--- src/rtl/imem_pkg.sv ---
// Shared types for the loadable instruction memory: fetch fault codes and load/run states.
package imem_pkg;

   typedef enum logic [1:0] {
      FLT_OK       = 2'b00,
      FLT_MISALIGN = 2'b01,
      FLT_RANGE    = 2'b10,
      FLT_UNLOADED = 2'b11
   } fault_e;

   typedef enum logic {
      ST_LOAD = 1'b0,
      ST_RUN  = 1'b1
   } state_e;

endpackage

--- src/rtl/imem_array.sv ---
// Instruction storage: one write port, one registered read port, contents survive reset.
// Read data appears one cycle after rd_en and holds until the next enabled read.
module imem_array #(
   parameter int DATA_W = 16,
   parameter int DEPTH  = 32,
   parameter int IDX_W  = 5
) (
   input  logic              clk,
   input  logic              wr_en,
   input  logic [IDX_W-1:0]  wr_addr,
   input  logic [DATA_W-1:0] wr_data,
   input  logic              rd_en,
   input  logic [IDX_W-1:0]  rd_addr,
   output logic [DATA_W-1:0] rd_data
);

   logic [DATA_W-1:0] mem [DEPTH];

   always_ff @(posedge clk) begin
      if (wr_en) mem[wr_addr] <= wr_data;
      if (rd_en) rd_data <= mem[rd_addr];
   end

endmodule

--- src/rtl/instr_mem_loadable.sv ---
// Loadable instruction memory: program streamed in while in LOAD, byte-addressed fetch in RUN.
// Fetch latency 1 cycle through a 1-entry output register; req_ready drops while a response is stalled.
module instr_mem_loadable
   import imem_pkg::*;
#(
   parameter int DATA_W = 16,
   parameter int DEPTH  = 32,
   parameter int ADDR_W = 16
) (
   input  logic                       clk,
   input  logic                       reset,
   input  logic                       load_start,
   input  logic                       ld_valid,
   input  logic [DATA_W-1:0]          ld_data,
   input  logic                       load_done,
   output logic                       ld_overflow,
   output logic [$clog2(DEPTH+1)-1:0] prog_len,
   output logic                       running,
   input  logic                       req_valid,
   output logic                       req_ready,
   input  logic [ADDR_W-1:0]          req_addr,
   output logic                       rsp_valid,
   input  logic                       rsp_ready,
   output logic [DATA_W-1:0]          rsp_data,
   output logic [1:0]                 rsp_fault
);

   localparam int LSB_W = $clog2(DATA_W/8);
   localparam int LEN_W = $clog2(DEPTH+1);
   localparam int IDX_W = (DEPTH > 1) ? $clog2(DEPTH) : 1;
   localparam logic [ADDR_W-1:0] LSB_MASK = ADDR_W'((1 << LSB_W) - 1);

   state_e            state_q, state_d;
   logic [LEN_W-1:0]  ld_ptr;
   fault_e            fault_q, req_fault;
   logic [ADDR_W-1:0] idx;
   logic [DATA_W-1:0] rd_data;
   logic              wr_en, rd_en, accept;

   always_ff @(posedge clk or negedge reset) begin
      if (!reset) state_q <= ST_LOAD;
      else        state_q <= state_d;
   end

   always_comb begin
      state_d = state_q;
      case (state_q)
         ST_LOAD: if (load_done)  state_d = ST_RUN;
         ST_RUN:  if (load_start) state_d = ST_LOAD;
      endcase
   end

   assign running = (state_q == ST_RUN);
   assign wr_en   = !running && ld_valid && (ld_ptr != LEN_W'(DEPTH));

   // ld_ptr doubles as the program length: both advance on every stored word
   always_ff @(posedge clk or negedge reset) begin
      if (!reset) begin
         ld_ptr      <= '0;
         ld_overflow <= 1'b0;
      end else if (running) begin
         if (load_start) begin
            ld_ptr      <= '0;
            ld_overflow <= 1'b0;
         end
      end else if (ld_valid) begin
         if (wr_en) ld_ptr <= ld_ptr + 1'b1;
         else       ld_overflow <= 1'b1;
      end
   end

   assign prog_len  = ld_ptr;
   assign req_ready = running && (!rsp_valid || rsp_ready);
   assign accept    = req_valid && req_ready;
   assign idx       = req_addr >> LSB_W;

   always_comb begin
      req_fault = FLT_OK;
      if ((req_addr & LSB_MASK) != '0)      req_fault = FLT_MISALIGN;
      else if (idx >= ADDR_W'(DEPTH))       req_fault = FLT_RANGE;
      else if (idx >= ADDR_W'(ld_ptr))      req_fault = FLT_UNLOADED;
   end

   // the array is only read for in-range addresses; faulted responses mask its stale output
   assign rd_en = accept && (req_fault == FLT_OK);

   imem_array #(
      .DATA_W (DATA_W),
      .DEPTH  (DEPTH),
      .IDX_W  (IDX_W)
   ) u_array (
      .clk     (clk),
      .wr_en   (wr_en),
      .wr_addr (ld_ptr[IDX_W-1:0]),
      .wr_data (ld_data),
      .rd_en   (rd_en),
      .rd_addr (idx[IDX_W-1:0]),
      .rd_data (rd_data)
   );

   always_ff @(posedge clk or negedge reset) begin
      if (!reset) begin
         rsp_valid <= 1'b0;
         fault_q   <= FLT_OK;
      end else if (accept) begin
         rsp_valid <= 1'b1;
         fault_q   <= req_fault;
      end else if (rsp_ready) begin
         rsp_valid <= 1'b0;
      end
   end

   assign rsp_fault = fault_q;
   assign rsp_data  = (rsp_valid && fault_q == FLT_OK) ? rd_data : '0;

endmodule

--- config.mk ---
export PLATFORM = sky130hd
export DESIGN_NAME = instr_mem_loadable
export DESIGN_NICKNAME = d
export VERILOG_FILES = /design/src/rtl/imem_pkg.sv /design/src/rtl/imem_array.sv /design/src/rtl/instr_mem_loadable.sv
export SDC_FILE = /design/constraint.sdc
export NUM_CORES = 1
export LEC_CHECK = 0
export CAP_MARGIN = 20
export CORE_UTILIZATION = 44
export CTS_CLUSTER_SIZE = 40
export DETAILED_ROUTE_END_ITERATION = 6
export PLACE_DENSITY = 0.58
export SYNTH_ARGS = -nofsm -noshare
export SYNTH_HDL_FRONTEND = slang
export SYNTH_SLANG_ARGS = --single-unit
export TNS_END_PERCENT = 100
--- constraint.sdc ---
create_clock -name clk -period 5.71 [get_ports clk]
set_input_delay 1.142 -clock clk [delete_from_list [all_inputs] [get_ports clk]]
set_output_delay 1.142 -clock clk [all_outputs]
set_load 0.02 [all_outputs]
==> out/summary.md, run 1 <==
The tree built by TritonCTS fans out to 539 sinks. Summed over all layers, the global routing overflow is 0. Startpoint-to-endpoint class of the critical path: in -> out. The number of buffer and inverter instances along the worst setup path was 2. Along the worst path, the maximum fanout reaches 3. Cell internal power was estimated by the tool at 6.708 mW.

Element type at the critical path end: an output pin. In the global route stage, overall resource usage came out at 21.49%. Setup violations remaining at the end of the flow were counted as 0. The total leakage power came out at 8.230 nW. Summed over its instances, the top area cell type makes up 75.05% of the synthesized netlist area. The logs give 0 for the total setup buffers inserted after CTS and 0 ps for the sum of negative setup slack. In this run the critical register-to-register path is launched from prog_len[0]$_DFFE_PN0P_. Hold repair after CTS inserted 0 buffers. In this run the most used layer during global routing was met2.

Setup repair after global routing left no endpoint under its margin. The number of nets in the finished design came out at 1297. The post-detailed-placement half-perimeter wirelength came out at 31690 um.

Max-cap violations in this run came to 0. Core outline area: 46950 um^2. The share of the clock period used by the worst path came out at 63.26%. After filler insertion, the fill cell instance count of the layout stands at 3745.

The part of the Yosys area used for sequential elements was 76.35%; the number of distinct library cells after synthesis was 41. The actual transition at the worst max-transition pin was 1118 ps. Counting I/O delays and the setup requirement, the final critical path takes 3612 ps.

Measured along the y axis, the die boundary spans 221.1 um. The synthesized netlist devotes 0.08291% of its cell area to XOR and XNOR gates. Buffers inserted during clock tree synthesis total 56. Row generation in the floorplan step produced 79 rows. The number of register bits inferred by synthesis came out at 539. The logs give 610 ps for the source-to-sink clock delay at the later pin of the worst-skew pair and 2680 ps for the worst setup slack for register-to-register paths. After synthesis, the largest family of logic cells by area is multiplexers. The tools report the count of pins on the block boundary as 67. The clock network accounts for 40.1% of the total power. In this run the horizontal extent of the chip is 221.1 um. The run gives 29.50% as the met1 usage in global routing.

The run finished with clean final reports. The run gives 75390 um as the global-route wire length before repair. The post-CTS clock slew at the launch and capture registers of the worst setup and hold paths is 60 ps, and the switching power of the nets is 1.951 mW. The worst hold-check path type was reg -> reg. In this run, post-CTS repair resized a total of 0 instances. The critical path goes through clkdlybuf4s50_1 > nand2b_1 > and2_1 > clkdlybuf4s50_1. Dividing total power by cell area gives a power density of 354.1 nW/um^2. The category of cells accounting for the largest share of critical-path delay is buffers and inverters. The largest incremental delay on the critical path is 590 ps. The first TritonRoute pass finished after 5 iterations. Library cell with the largest summed area after synthesis: sky130_fd_sc_hd__edfxtp_1.

The master of the slowest instance on the critical path was sky130_fd_sc_hd__clkdlybuf4s50_1. The run gives 0.2768 GHz as the highest clock frequency the design can meet. The tools report the number of nets still failing antenna checks after routing as 0. The run gives 2 as the total number of H-tree levels. By instance count, the cell type seen most on the critical path is sky130_fd_sc_hd__clkdlybuf4s50_1. For the area enclosed by the die boundary, the log shows 48890 um^2. The largest net degree at the start of global routing was 130. The number of global-route vias before repair came out at 10.88k. Of the total synthesized cell area, the portion taken by full adders, half adders and majority gates is 0.5922%. The run gives 45.00% as the initial core utilization. Setup skew after layout: 17.67 ps.

By area the synthesized netlist is led by sky130_fd_sc_hd__edfxtp_1 75%, sky130_fd_sc_hd__mux4_2 6.6%, sky130_fd_sc_hd__mux2i_1 6.1%. Detailed routing inserted a total of 10.95k vias. The logs give 0 for the count of endpoints failing hold in the final timing report and 21130 um^2 for the area of the mapped netlist.

The logs give 3 for the number of buffers on the longest clock path and 1123 for the synthesized instance count. The global placement routability congestion was 0.7788. The worst reg2reg path endpoint is u_array.mem[25][14]$_DFFE_PP_.

The run gives 0 as the final max-slew violation count. The portion of synthesized area spent on multiplexers is 12.97%. The area added between synthesis and finish is 15.75%. The worst hold endpoint was rsp_fault[0]$_DFFE_PN0P_. The startpoint class of the critical path is an input port. Dividing the synthesized area by the synthesized cell count gives 18.81 um^2. Worst endpoint required time: 4570 ps. After detailed routing, the average wire length per cell comes to 27.57 um. The total nets after synthesis is 1172, and the iteration-0 DRC count of the detailed router is 1091. The master cell of the clock root buffer is sky130_fd_sc_hd__clkbuf_16. The switching power share of the total works out to 22.53%.

The source of the worst hold timing path is rsp_fault[0]$_DFFE_PN0P_. The fraction of final layout cells sized beyond drive strength 1 was 16.00%; the total DRC errors in the routed layout was 0. Registers are responsible for 52.0% of the overall power. Headroom to the max-slew limit came out at 25.46%. The mean number of vias per cell is 5.748. The number of antenna violations at the first check in global routing came out at 4. The logs give 34.44% for the met2 usage and 0 for the total of warnings raised by yosys. TritonCTS built the clock tree. The tools report the total power of the final layout as 8.659 mW. The worst hold path passes through 2 cells. The number of cells on the worst reg-to-reg path is 7. In the global route stage, met3 resource usage came out at 4.860%. The worst slack on hold paths is 541.5 ps. Input and output buffers added on the ports amount to 66.

STA puts the critical path data arrival time at 2470 ps. The maximum VDD drop came out at 0.0002539 V. The final layout contains routed wiring with a total length of 52500 um. In this run, the combinational gates consume 7.9% of the power.

The simple-gate portion of the synthesized area came out at 3.548%. Summing the areas of all compound-gate instances in the mapped netlist gives 4.169% of the synthesized area.
-- logic make-up after synthesis --
group / after synthesis
DFF: 539
xor gates and xnor gates: 2
buffers and inverters: 101
AOI/OAI and AO/OA: 130
and+or+nand+nor: 148
muxes: 193
adders and majority gates: 10
-- synthesized netlist by cell type --
cell / n
sky130_fd_sc_hd__a21o_1: 1
sky130_fd_sc_hd__o21ai_1: 1
sky130_fd_sc_hd__o22ai_1: 20
sky130_fd_sc_hd__a22oi_1: 64
sky130_fd_sc_hd__nor3b_1: 1
sky130_fd_sc_hd__nand3b_1: 2
sky130_fd_sc_hd__clkbuf_1: 18
sky130_fd_sc_hd__buf_12: 2
sky130_fd_sc_hd__clkinv_1: 3
sky130_fd_sc_hd__buf_4: 6
sky130_fd_sc_hd__nand4_1: 2
sky130_fd_sc_hd__edfxtp_1: 528
sky130_fd_sc_hd__o21ai_0: 3
sky130_fd_sc_hd__and3_1: 2
sky130_fd_sc_hd__inv_2: 1
sky130_fd_sc_hd__mux4_1: 2
sky130_fd_sc_hd__a21oi_1: 18
sky130_fd_sc_hd__buf_2: 30
sky130_fd_sc_hd__nor3_1: 3
sky130_fd_sc_hd__o211ai_1: 1
sky130_fd_sc_hd__mux4_2: 62
sky130_fd_sc_hd__nand2b_1: 4
sky130_fd_sc_hd__clkbuf_4: 1
sky130_fd_sc_hd__o21a_1: 1
sky130_fd_sc_hd__a221oi_1: 1
sky130_fd_sc_hd__mux2i_1: 129
sky130_fd_sc_hd__xnor2_1: 2
sky130_fd_sc_hd__inv_1: 39
sky130_fd_sc_hd__dfrtp_1: 11
sky130_fd_sc_hd__ha_1: 10
sky130_fd_sc_hd__nand2_1: 12
sky130_fd_sc_hd__nand3_1: 43
sky130_fd_sc_hd__or3_1: 1
sky130_fd_sc_hd__nor2b_1: 20
sky130_fd_sc_hd__and2_1: 19
sky130_fd_sc_hd__nor2_1: 37
sky130_fd_sc_hd__buf_6: 1
sky130_fd_sc_hd__a31oi_1: 18
sky130_fd_sc_hd__nor4_1: 2
sky130_fd_sc_hd__a22o_1: 1
sky130_fd_sc_hd__a211oi_2: 1
-- power by group through the flow --
| stage | clock network, mW | registers, mW | logic (mW) |
|---|---|---|---|
| after global routing | 3.67 | 4.51 | 0.734 |
| after floorplan | 0 | 4.59 | 0.356 |
| final | 3.48 | 4.50 | 0.681 |
| after CTS | 3.53 | 4.50 | 0.688 |
| after global placement | 0 | 4.58 | 0.683 |
| after detailed placement | 0 | 4.58 | 0.687 |
-- stage by stage --
step	worst slack, ps	util (%)	cells	cell area (um^2)
CTS	2099	52.07	1901	24450
global placement	1661	48.33	1796	22690
finish	2098	52.08	1904	24450
global route	2033	52.07	1901	24450
floorplan	2117	-	1123	21130
detailed placement	1832	48.37	1797	22710
-- registers in the layout (all words and copies together), names as in the netlist --
name             cells
running              1
ld_overflow          1
rsp_fault            2
rsp_valid            1
prog_len             6
u_array.mem        512
u_array.rd_data     16
-- worst min-delay path, cell delays in order, from the launching register on --
cell,delay (ps)
sky130_fd_sc_hd__dfrtp_1,400
sky130_fd_sc_hd__inv_1,60
sky130_fd_sc_hd__a21oi_1,50
-- worst max path at each step --
stage | depth (start not counted) | to | start
after floorplan | 6 | u_array.rd_data[0]$_DFFE_PP_ | req_addr[3]
after global placement | 6 | u_array.rd_data[11]$_DFFE_PP_ | req_addr[5]
after detailed placement | 7 | u_array.rd_data[10]$_DFFE_PP_ | req_addr[5]
after CTS | 4 | req_ready | rsp_ready
after global routing | 4 | req_ready | rsp_ready
final | 4 | req_ready | rsp_ready
-- placed cells by master (no fill, tap or decap), types with 3 or more instances in the layout --
cell type	n
sky130_fd_sc_hd__ha_1	10
sky130_fd_sc_hd__mux2i_1	129
sky130_fd_sc_hd__clkinv_1	14
sky130_fd_sc_hd__nand3_1	43
sky130_fd_sc_hd__nor2b_1	18
sky130_fd_sc_hd__clkdlybuf4s50_1	64
sky130_fd_sc_hd__a22oi_1	64
sky130_fd_sc_hd__clkinv_2	13
sky130_fd_sc_hd__o21ai_0	3
sky130_fd_sc_hd__edfxtp_1	528
sky130_fd_sc_hd__buf_4	58
sky130_fd_sc_hd__nand2_1	12
sky130_fd_sc_hd__o22ai_1	20
sky130_fd_sc_hd__nor2_1	36
sky130_fd_sc_hd__and2_1	19
sky130_fd_sc_hd__clkbuf_1	16
sky130_fd_sc_hd__dfrtp_1	11
sky130_fd_sc_hd__nand2b_1	4
sky130_fd_sc_hd__a21oi_1	18
sky130_fd_sc_hd__diode_2	3
sky130_fd_sc_hd__inv_1	39
sky130_fd_sc_hd__bufinv_16	4
sky130_fd_sc_hd__a31oi_1	18
sky130_fd_sc_hd__mux4_2	62
sky130_fd_sc_hd__clkbuf_16	57
-- cell type report --
class	count	area (um^2)	share of cell area, %
well taps	607	759.5	3.106
clock inverters	31	251.5	1.028
multi-input cells	483	4531	18.53
inverters	43	161.4	0.6600
diodes	3	7.507	0.03070
repair buffers	125	1126	4.605
clock buffers	73	1486	6.079
flip-flops and latches	539	16130	65.96
-- layer usage --
| metal | wire, um | part of all wire [%] | up-vias |
|---|---|---|---|
| met5 | 13 | 0.025 | - |
| met4 | 1254 | 2.4 | 2 |
| met3 | 3476 | 6.6 | 84 |
| met2 | 25230 | 48 | 372 |
| met1 | 22530 | 43 | 5727 |
| li1 | - | - | 4760 |
No activity file was read; power rests on OpenSTA's default activity.
==> inputs of run 2 (changes only) <==
- PLACE_DENSITY: 0.58 -> 0.61
- clock period: 5.71 -> 3.3 ns (I/O delays scaled with it)
==> out/summary.md, run 2 (same netlist as run 1, synthesis figures left out) <==
The run finished with clean final reports. In this run the static leakage power is 8.303 nW. The flip-flop count of the largest register after layout is 512, and the number of sinks on the clock net is 539.

The most common cell after layout, fill and taps aside is sky130_fd_sc_hd__edfxtp_1. For this block, the via count after detailed routing is 10.74k. The largest incremental delay on the critical path was 640 ps; the number of CTS-inserted buffers was 55. Setup repair after global routing left no endpoint under its margin. The tools report the element type at the critical path end as an output pin.

For the worst setup path, the data required time is 2640 ps. After the first detailed-routing iteration, the DRC count stood at 1072. Clock skew on the completed layout was measured at 13.55 ps. The cell sitting at the root of the clock tree is a sky130_fd_sc_hd__clkbuf_16. Counting along the longest clock path gives a buffer depth of 3. Registers take 16130 um^2. The worst hold-check path type is in -> async. The source-to-sink clock delay at the later pin of the worst-skew pair was 590 ps; the area added between synthesis and finish was 16.39%.

Summing internal, switching and leakage power gives 14.56 mW. For this block, the routed nets add up to 47620 um of wire. Global routing used 19.78% of the available tracks across all layers. Post-CTS timing repair inserted 0 buffers for setup.

Row generation in the floorplan step produced 79 rows. The count of nets left with antenna violations once routing finished came out at 0. After routing, the total negative slack on setup checks comes to 0 ps. In this run the vertical extent of the chip is 221.1 um. After detailed routing, the number of remaining DRC violations is 0.

Fraction of final layout cells sized beyond drive strength 1: 17.21%. On the critical path, the stage with the largest delay is an instance of sky130_fd_sc_hd__clkdlybuf4s50_1. The tightest slew margin relative to the limit was 63.40%; the share of the clock period used by the worst path was 89.20%.

In this run, post-CTS repair resized a total of 0 instances. For the pin with the worst max-slew slack, the measured transition is 548.9 ps. The post-placement worst setup slack was 278.5 ps; the cell area power density was 592.2 nW/um^2.

The critical path contains buffers and inverters numbering 2 combined. u_array.mem holds more flip-flops than any other register. Buffers placed on the I/O ports in this run total 66. In this run the horizontal extent of the chip is 221.1 um. After clock tree synthesis, the flow added hold-fix buffers numbering 0. TritonCTS built the clock tree. At the worst endpoint, the arrival time is 2280 ps. Traced cell by cell, the critical path runs through nor3b_2 > buf_4 > and2_1 > clkdlybuf4s50_1. Across all setup checks in the final design, the least slack found is 356.3 ps. The maximum VDD drop was 0.0003280 V; the number of maximum-capacitance constraint violations was 0.

For this run, the post-layout net count is 1323. For this run, the top clock speed supported by timing is 0.3397 GHz. The final max-slew violation count was 0; the count of pins on the block boundary was 67. Summed over all layers, the global routing overflow is 0. The total number of H-tree levels was 2.

The mean number of vias per cell is 5.592. On the critical path the largest part of the delay comes from buffers and inverters. Leaving out filler cells and counting taps, the final layout contains 1921. The critical path in this run is classified as reg -> out. Detailed placement ended at an HPWL of 27790 um. The die covers 48890 um^2.

The count of endpoints failing hold in the final timing report was 0; the core outline area was 46950 um^2. The number of global-route vias before repair was 10.63k. In the final layout, the multi-input gates occupy 4531 um^2. The minimum clock period after layout is 2944 ps. The first detailed-routing pass took 5 iterations. The startpoint class of the critical path is a flop. In this run, placement finished with an instance count of 1824. The post-CTS clock slew at the launch and capture registers of the worst setup and hold paths works out to 60 ps. The congestion estimate from routability-driven global placement came to 0.8335. In the layout the commonest cells are 528 x sky130_fd_sc_hd__edfxtp_1, 129 x sky130_fd_sc_hd__mux2i_1, 78 x sky130_fd_sc_hd__buf_4.

The top fanout value on the critical path came out at 16. The run gives 0 as the number of antenna violations at the first check in global routing. Once layout is done, the placed cells without fillers occupy 24590 um^2.

After detailed routing, the average wire length per cell comes to 24.79 um. For this configuration, the core starts out at a cell density of 45.00%. After detailed placement, the total cell area comes to 23000 um^2.

Fill cells in the final layout number 3714. The global-route wire length before repair was 70780 um; the largest net degree at the start of global routing was 72. Setup violations remaining at the end of the flow were counted as 0.
==> run 2: cell types whose count changed in the layout (fill, tap and decap cells not counted) <==
cell,change
sky130_fd_sc_hd__inv_6,-1
sky130_fd_sc_hd__clkbuf_16,-2
sky130_fd_sc_hd__clkbuf_1,-1
sky130_fd_sc_hd__clkinvlp_4,+2
sky130_fd_sc_hd__clkinv_2,-4
sky130_fd_sc_hd__diode_2,-2
sky130_fd_sc_hd__buf_8,-1
sky130_fd_sc_hd__bufinv_16,-3
sky130_fd_sc_hd__clkinv_1,+1
sky130_fd_sc_hd__buf_12,+8
sky130_fd_sc_hd__buf_4,+20
==> run 2: layout make-up <==
cell class,instances,share of cell area (%)
timing repair buffer,152,5.780
inverter,43,0.6564
antenna,1,0.01018
sequential,539,65.60
clock inverter,26,0.6157
clock buffer,70,5.826
tap,607,3.089
multi-input combinational,483,18.42
==> run 2: final timing paths <==
kind | start | endpoint | slack, ps | cells past startpoint
worst max register to register | prog_len[0]$_DFFE_PN0P_ | u_array.mem[24][15]$_DFFE_PP_ | 630 | 7
min in group clk | ld_overflow$_DFFE_PN0P_ | ld_overflow$_DFFE_PN0P_ | 550 | 2
worst min-delay path | reset | rsp_valid$_DFFE_PN0P_ | 420 | 1
max in group asynchronous | reset | rsp_fault[1]$_DFFE_PN0P_ | 2520 | 1
worst min register to register | ld_overflow$_DFFE_PN0P_ | ld_overflow$_DFFE_PN0P_ | 550 | 2
worst max-delay path | rsp_fault[1]$_DFFE_PN0P_ | rsp_data[14] | 360 | 4
==> run 2: power by group <==
part | switching [mW] | internal (mW)
logic | 0.736 | 0.472
clock network | 2.46 | 3.12
registers | 0.0830 | 7.70
total | 3.28 | 11.3
==> run 2: routing by layer <==
| layer | GRT usage, % | vias up | wire, um |
|---|---|---|---|
| li1 | - | 4797 | - |
| met1 | 29.25 | 5557 | 21420 |
| met3 | 3.054 | 68 | 2896 |
| met2 | 29.96 | 320 | 22070 |
| met4 | 6.880 | 0 | 1238 |
| met5 | 0 | - | 0 |
==> run 2: per-stage QoR <==
stage          utilization [%]  hold slack [ps]
6_report                 52.37            421.4
5_1_grt                  52.37            431.3
4_1_cts                  52.37            397.2
3_5_place_dp             48.99            545.0
3_3_place_gp             48.99            534.6
2_1_floorplan                -            364.4
==> inputs of run 3 (changes only) <==
- CTS_CLUSTER_SIZE: 40 -> unset
- PLACE_DENSITY: 0.61 -> 0.63
- TNS_END_PERCENT: 100 -> unset
==> out/summary.md, run 3 (same netlist as run 1, synthesis figures left out) <==
The internal power of the cells totals 11.83 mW. The number of nets still failing antenna checks after routing came out at 0. The repair_antennas step left the layout with diodes totalling 0.

The count of final setup violators came out at 0. The highest clock frequency the design can meet is 0.3369 GHz. The total leakage power is 8.366 nW, and the number of I/O port buffers is 66.

The fraction of final layout cells sized beyond drive strength 1 is 17.34%. The run finished with clean final reports. The worst setup path is of the reg -> out kind. The global-route wire length before repair is 70610 um. The routed design could run at a clock period as short as 2968 ps. The average routed wire per standard cell was 24.83 um.

From bottom edge to top edge, the die measures 221.1 um. Across the run, the number of max-cap violations was 0. The cell area power density is 613.3 nW/um^2, and the maximum VDD drop is 0.0003779 V. The logs give 0 for the post-cts repair resize count and 46950 um^2 for the core outline area. The total track usage came out at 19.69%.

The tools report the number of antenna violations at the first check in global routing as 1. The die covers 48890 um^2. The register with the most flip-flops in the layout has 512 of them. For the total number of vias, the log shows 10.80k. In this run the critical register-to-register path is captured at u_array.mem[28][15]$_DFFE_PP_. The HPWL after detailed placement is 28110 um. The total setup buffers inserted after CTS was 0; the worst setup slack for register-to-register paths was 590 ps. The tools report the count of endpoints failing hold in the final timing report as 0.

Across the routed clock network, the largest skew measured is 22.67 ps. The tools report the switching power of the nets as 3.321 mW. The final layout contains routed wiring with a total length of 47570 um. Setup slack closes at 331.8 ps. The post-CTS clock slew at the launch and capture registers of the worst setup and hold paths works out to 60 ps. The clock network burns 40.7% of the power. Sequential cells account for 51.4% of the total power. In this run the critical register-to-register path is launched from prog_len[0]$_DFFE_PN0P_. The sum of negative setup slack was 0 ps. The depth of the most critical reg-to-reg path is 7, and the worst endpoint required time is 2640 ps.

The tightest min-delay check is of the in -> async type. The total number of H-tree levels was 2; the mean number of vias per cell was 5.637. Clock latency on the worst-skew pair, taken at its later pin, is 600 ps. The switching power share of the total was 21.92%; the global placement routability congestion was 0.8538.

Entering global routing, the biggest net connects 65 pins. After detailed routing, the number of remaining DRC violations is 0. The tools report the initial core utilization as 45.00%. TritonCTS built the clock tree. Dividing the final minimum period by the clock period gives 89.94%. The library cell used most frequently in the layout, excluding fill and tap cells, is sky130_fd_sc_hd__edfxtp_1. For this design, the CTS-stage hold fixing added 0 buffers. TritonCTS created 53 clock buffers.

The iteration-0 DRC count of the detailed router came out at 916. In this run the deepest clock path goes through 3 buffers. Prior to clock tree synthesis, the placed netlist has a worst setup slack of 135.1 ps.

The number of global-route vias before repair was 10.88k; the number of sinks on the clock net was 539. In the layout the commonest cells are 528 x sky130_fd_sc_hd__edfxtp_1, 129 x sky130_fd_sc_hd__mux2i_1, 75 x sky130_fd_sc_hd__buf_4. For the final max-slew violation count, the log shows 0. Startpoint class of the critical path: a flop. The first detailed-routing pass ran for 5 iterations.

Setup repair after global routing left no endpoint under its margin. From synthesis to final layout, the design area changed by 16.91%. For this run the aggregate overflow at the end of global routing stands at 0.

For the worst path arrival time, the log shows 2310 ps. The top register by number of flip-flops is u_array.mem. The cell sitting at the root of the clock tree is a sky130_fd_sc_hd__clkbuf_16. The share of power burned in combinational logic was 8.0%; the overall die width was 221.1 um. The actual transition at the worst max-transition pin is 720.7 ps. STA classifies the critical path endpoint as an output pin. Measured against its own limit, the worst slew margin works out to 51.81%. After floorplanning, the core was divided into 79 placement rows.

Number of nets in the finished design: 1315. The top fanout value on the critical path is 16, and the count of pins on the block boundary is 67.
## run 3: cell count changes in the layout (fill, tap and decap cells not counted), sizes merged
| cell | delta |
|---|---|
| clkinvlp | -2 |
| clkbuf | -3 |
| bufinv | +7 |
| buf | -6 |
| clkinv | -1 |
| inv | +1 |
| diode | -1 |
## run 3: final cells by class
class	instances	area, um^2
Fill cell	3684	22250
Clock buffer	67	1421
Clock inverter	31	356.6
Multi-Input combinational cell	483	4531
Inverter	43	161.4
Timing Repair Buffer	146	1339
Tap cell	607	759.5
Sequential cell	539	16130
## run 3: how the worst max path moves through the flow
stage | startpoint | end | slack, ps | cells after the start
2_1_floorplan | prog_len[3]$_DFFE_PN0P_ | u_array.rd_data[0]$_DFFE_PP_ | 20 | 7
3_3_place_gp | req_addr[1] | u_array.rd_data[7]$_DFFE_PP_ | 170 | 9
3_5_place_dp | req_addr[1] | u_array.rd_data[7]$_DFFE_PP_ | 140 | 9
4_1_cts | rsp_fault[1]$_DFFE_PN0P_ | rsp_data[10] | 330 | 4
5_1_grt | rsp_fault[1]$_DFFE_PN0P_ | rsp_data[7] | 260 | 4
6_report | rsp_fault[1]$_DFFE_PN0P_ | rsp_data[10] | 330 | 4
## run 3: per-stage QoR
step / util [%] / total power [mW] / area (um^2) / cells / hold slack, ps
2_1_floorplan: - / 8.557 / 21130 / 1123 / 364.4
3_3_place_gp: 48.80 / 9.107 / 22910 / 1817 / 537.6
3_5_place_dp: 48.80 / 9.136 / 22910 / 1817 / 542.6
4_1_cts: 52.59 / 15.27 / 24690 / 1915 / 392.8
5_1_grt: 52.60 / 15.60 / 24700 / 1916 / 420.2
6_report: 52.60 / 15.15 / 24700 / 1916 / 412.3
## run 3: layer usage
| layer | vias to the layer above | part of all wire [%] | track usage (%) |
|---|---|---|---|
| li1 | 4797 | - | - |
| met1 | 5677 | 45 | 28.39 |
| met2 | 270 | 48 | 31.16 |
| met3 | 57 | 5.7 | 3.652 |
| met4 | 0 | 1.6 | 4.602 |
| met5 | - | 0 | 0 |
## run 3: worst max-delay path, stage by stage (launching register included)
cell and delay [ps]:
sky130_fd_sc_hd__dfrtp_1 420, sky130_fd_sc_hd__nor3b_2 190, sky130_fd_sc_hd__buf_4 200, sky130_fd_sc_hd__and2_1 240, sky130_fd_sc_hd__clkdlybuf4s50_1 650
## run 3: power groups by stage
stage	combinational, mW	clock (mW)	sequential, mW
finish	1.21	6.16	7.78
global route	1.29	6.52	7.79
CTS	1.22	6.27	7.78
detailed placement	1.21	0	7.92
global placement	1.19	0	7.92
floorplan	0.616	0	7.94
==> variant, RTL diff (config.mk and constraints of run 2) <==
Make the reset (`reset`) synchronous in 3 clocked blocks.
--- a/src/rtl/instr_mem_loadable.sv
+++ b/src/rtl/instr_mem_loadable.sv
@@ -37,7 +37,7 @@
    logic [DATA_W-1:0] rd_data;
    logic              wr_en, rd_en, accept;
 
-   always_ff @(posedge clk or negedge reset) begin
+   always_ff @(posedge clk) begin
       if (!reset) state_q <= ST_LOAD;
       else        state_q <= state_d;
    end
@@ -54,7 +54,7 @@
    assign wr_en   = !running && ld_valid && (ld_ptr != LEN_W'(DEPTH));
 
    // ld_ptr doubles as the program length: both advance on every stored word
-   always_ff @(posedge clk or negedge reset) begin
+   always_ff @(posedge clk) begin
       if (!reset) begin
          ld_ptr      <= '0;
          ld_overflow <= 1'b0;
@@ -98,7 +98,7 @@
       .rd_data (rd_data)
    );
 
-   always_ff @(posedge clk or negedge reset) begin
+   always_ff @(posedge clk) begin
       if (!reset) begin
          rsp_valid <= 1'b0;
          fault_q   <= FLT_OK;
Behaviour: differs if reset is asserted again (counterexample within 4 cycles, from zero or initial values and one cycle with reset low); with reset held inactive, the same outputs for 4 cycles.
==> variant against run 2 <==
- the flow now finishes with violations (design-rule violations)
- total power down 4.1%
- first-iteration DRC count down 5.1%
- synthesized area fell by 0.34%
- utilization hardly changed
- setup slack better by 0.045 ns
- register-to-register slack improved by 0.12 ns
- routed wire length rose by 1.2%
- maximum frequency grew 1.6%
- cell area is 0.25% lower
- sequential cell count stayed put
- critical path type unchanged
- critical endpoint unchanged
- largest power group unchanged
- highest routed layer unchanged
==> variant: results (changes against run 2) <==
Outcome
  • Outcome: finished, violations left
  • Violations in the final reports: design-rule violations

Yosys
  • Count of cell types in the netlist: 39 (-4.9%)
  • Most numerous cell types in the synthesized netlist: sky130_fd_sc_hd__edfxtp_1 (528), sky130_fd_sc_hd__mux2i_1 (129), sky130_fd_sc_hd__a22oi_1 (65)
  • FFs w/ async S/R, synth: 0 (-0.02041)
  • Share of the yosys chip area belonging to registers: 0.7635 (about the same)

Critical path
  • Worst Path Arrival: 2.24 ns (-0.04 ns)
  • CP endpoint kind: output port

Finish
  • Post-layout net count: 1321 (-0.15%)
  • Proportion of layout cells with a drive suffix above 1: 0.1735 (+0.001391)
  • Number of antenna cells inserted: 0 (-1)

Placed design
  • Final RePlAce weighted congestion: 0.8043 (-3.5%)
  • Final HPWL from detailed placement: 28390 um (+2.2%)

Detailed routing
  • Met2 Wirelength: 21570 um (-2.3%)
  • Drt initial violations: 1017 (-5.1%)
  • Count of TritonRoute iterations in the first routing pass: 7 (+2)
  • Met3 wirelength from detailed routing: 3020 um (+4.3%)
  • Detailed-routing wirelength on met1: 22440 um (+4.8%)
  • Total wire length: 48210 um (+1.2%)
  • Number of DRC violations after detailed routing: 5 (+5)

Global routing
  • Wire length of the first global-routing pass: 70860 um (+0.11%)
  • Largest net degree at the start of global routing: 62 (-14%)
  • Global-route total usage across every layer: 0.2041 (+0.006305)

CTS
  • Cts bufs inserted: 54 (-1.8%)

Timing
  • Slew margin rel.: 0.6569 (+0.02286)
  • Max Clock Skew: 0.02365 ns (+0.01009 ns)

Pwr
  • Leakage dissipation: 0.008271 uW (-0.38%)
  • Max IR drop VDD: 0.0003996 V (+22%)

Min path
  • Type of the most critical hold path: reg2reg
## variant: path summary, 6_finish.rpt
| path | start | endpoint | slack, ns | cells past startpoint |
|---|---|---|---|---|
| max | rsp_fault[1]$_SDFFE_PN0P_ | rsp_data[14] | 0.40 | 4 |
| min reg2reg | ld_overflow$_SDFFE_PN0P_ | ld_overflow$_SDFFE_PN0P_ | 0.50 | 2 |
| max reg2reg | prog_len[2]$_SDFFE_PN0P_ | u_array.rd_data[3]$_DFFE_PP_ | 0.75 | 7 |
| min | ld_overflow$_SDFFE_PN0P_ | ld_overflow$_SDFFE_PN0P_ | 0.50 | 2 |
## variant: worst max-delay path, stage by stage (launching register included)
cell and delay (ns):
sky130_fd_sc_hd__dfxtp_1 0.39, sky130_fd_sc_hd__nor3b_1 0.22, sky130_fd_sc_hd__buf_4 0.26, sky130_fd_sc_hd__and2_1 0.18
sky130_fd_sc_hd__clkdlybuf4s50_1 0.60
## variant: area by class of cell
cell class | instances | area (um^2)
inverter | 42 | 157.7
clock buffer | 69 | 1429
clock inverter | 29 | 180.2
timing repair buffer | 151 | 1389
sequential | 539 | 16080
fill | 3785 | 22330
tap | 607 | 759.5
multi-input combinational | 484 | 4537
## variant: per-stage QoR
step           instance area (um^2)  cells  setup WS, ns
6_report                      24530   1921        0.4016
2_1_floorplan                 21050   1123       0.08300
3_5_place_dp                  22920   1823        0.3328
4_1_cts                       24530   1921        0.3657
5_1_grt                       24530   1921        0.3373
3_3_place_gp                  22920   1823        0.3369
## variant: cells by family after synthesis
group                    after synthesis  synth area share
multiplexers                         193            0.1298
buffers and inverters                100           0.02157
AO/OA/AOI/OAI                        126           0.04077
adder cells (fa/ha/maj)               10          0.005943
flip-flops                           539            0.7635
AND/OR/NAND/NOR                      151           0.03673
XOR/XNOR                               4          0.001664
## variant: per-layer routing
layer | GRT usage | up-vias
met1 | 0.3123 | 5553
met5 | 0 | -
met4 | 0.05708 | 0
met2 | 0.3031 | 342
li1 | - | 4778
met3 | 0.03230 | 67
## variant: report_power, final
part           internal [uW]  leakage, uW  switching (uW)
Clock                   3190     0.000794            2450
Combinational            300      0.00263             455
Sequential              7550      0.00484            16.6
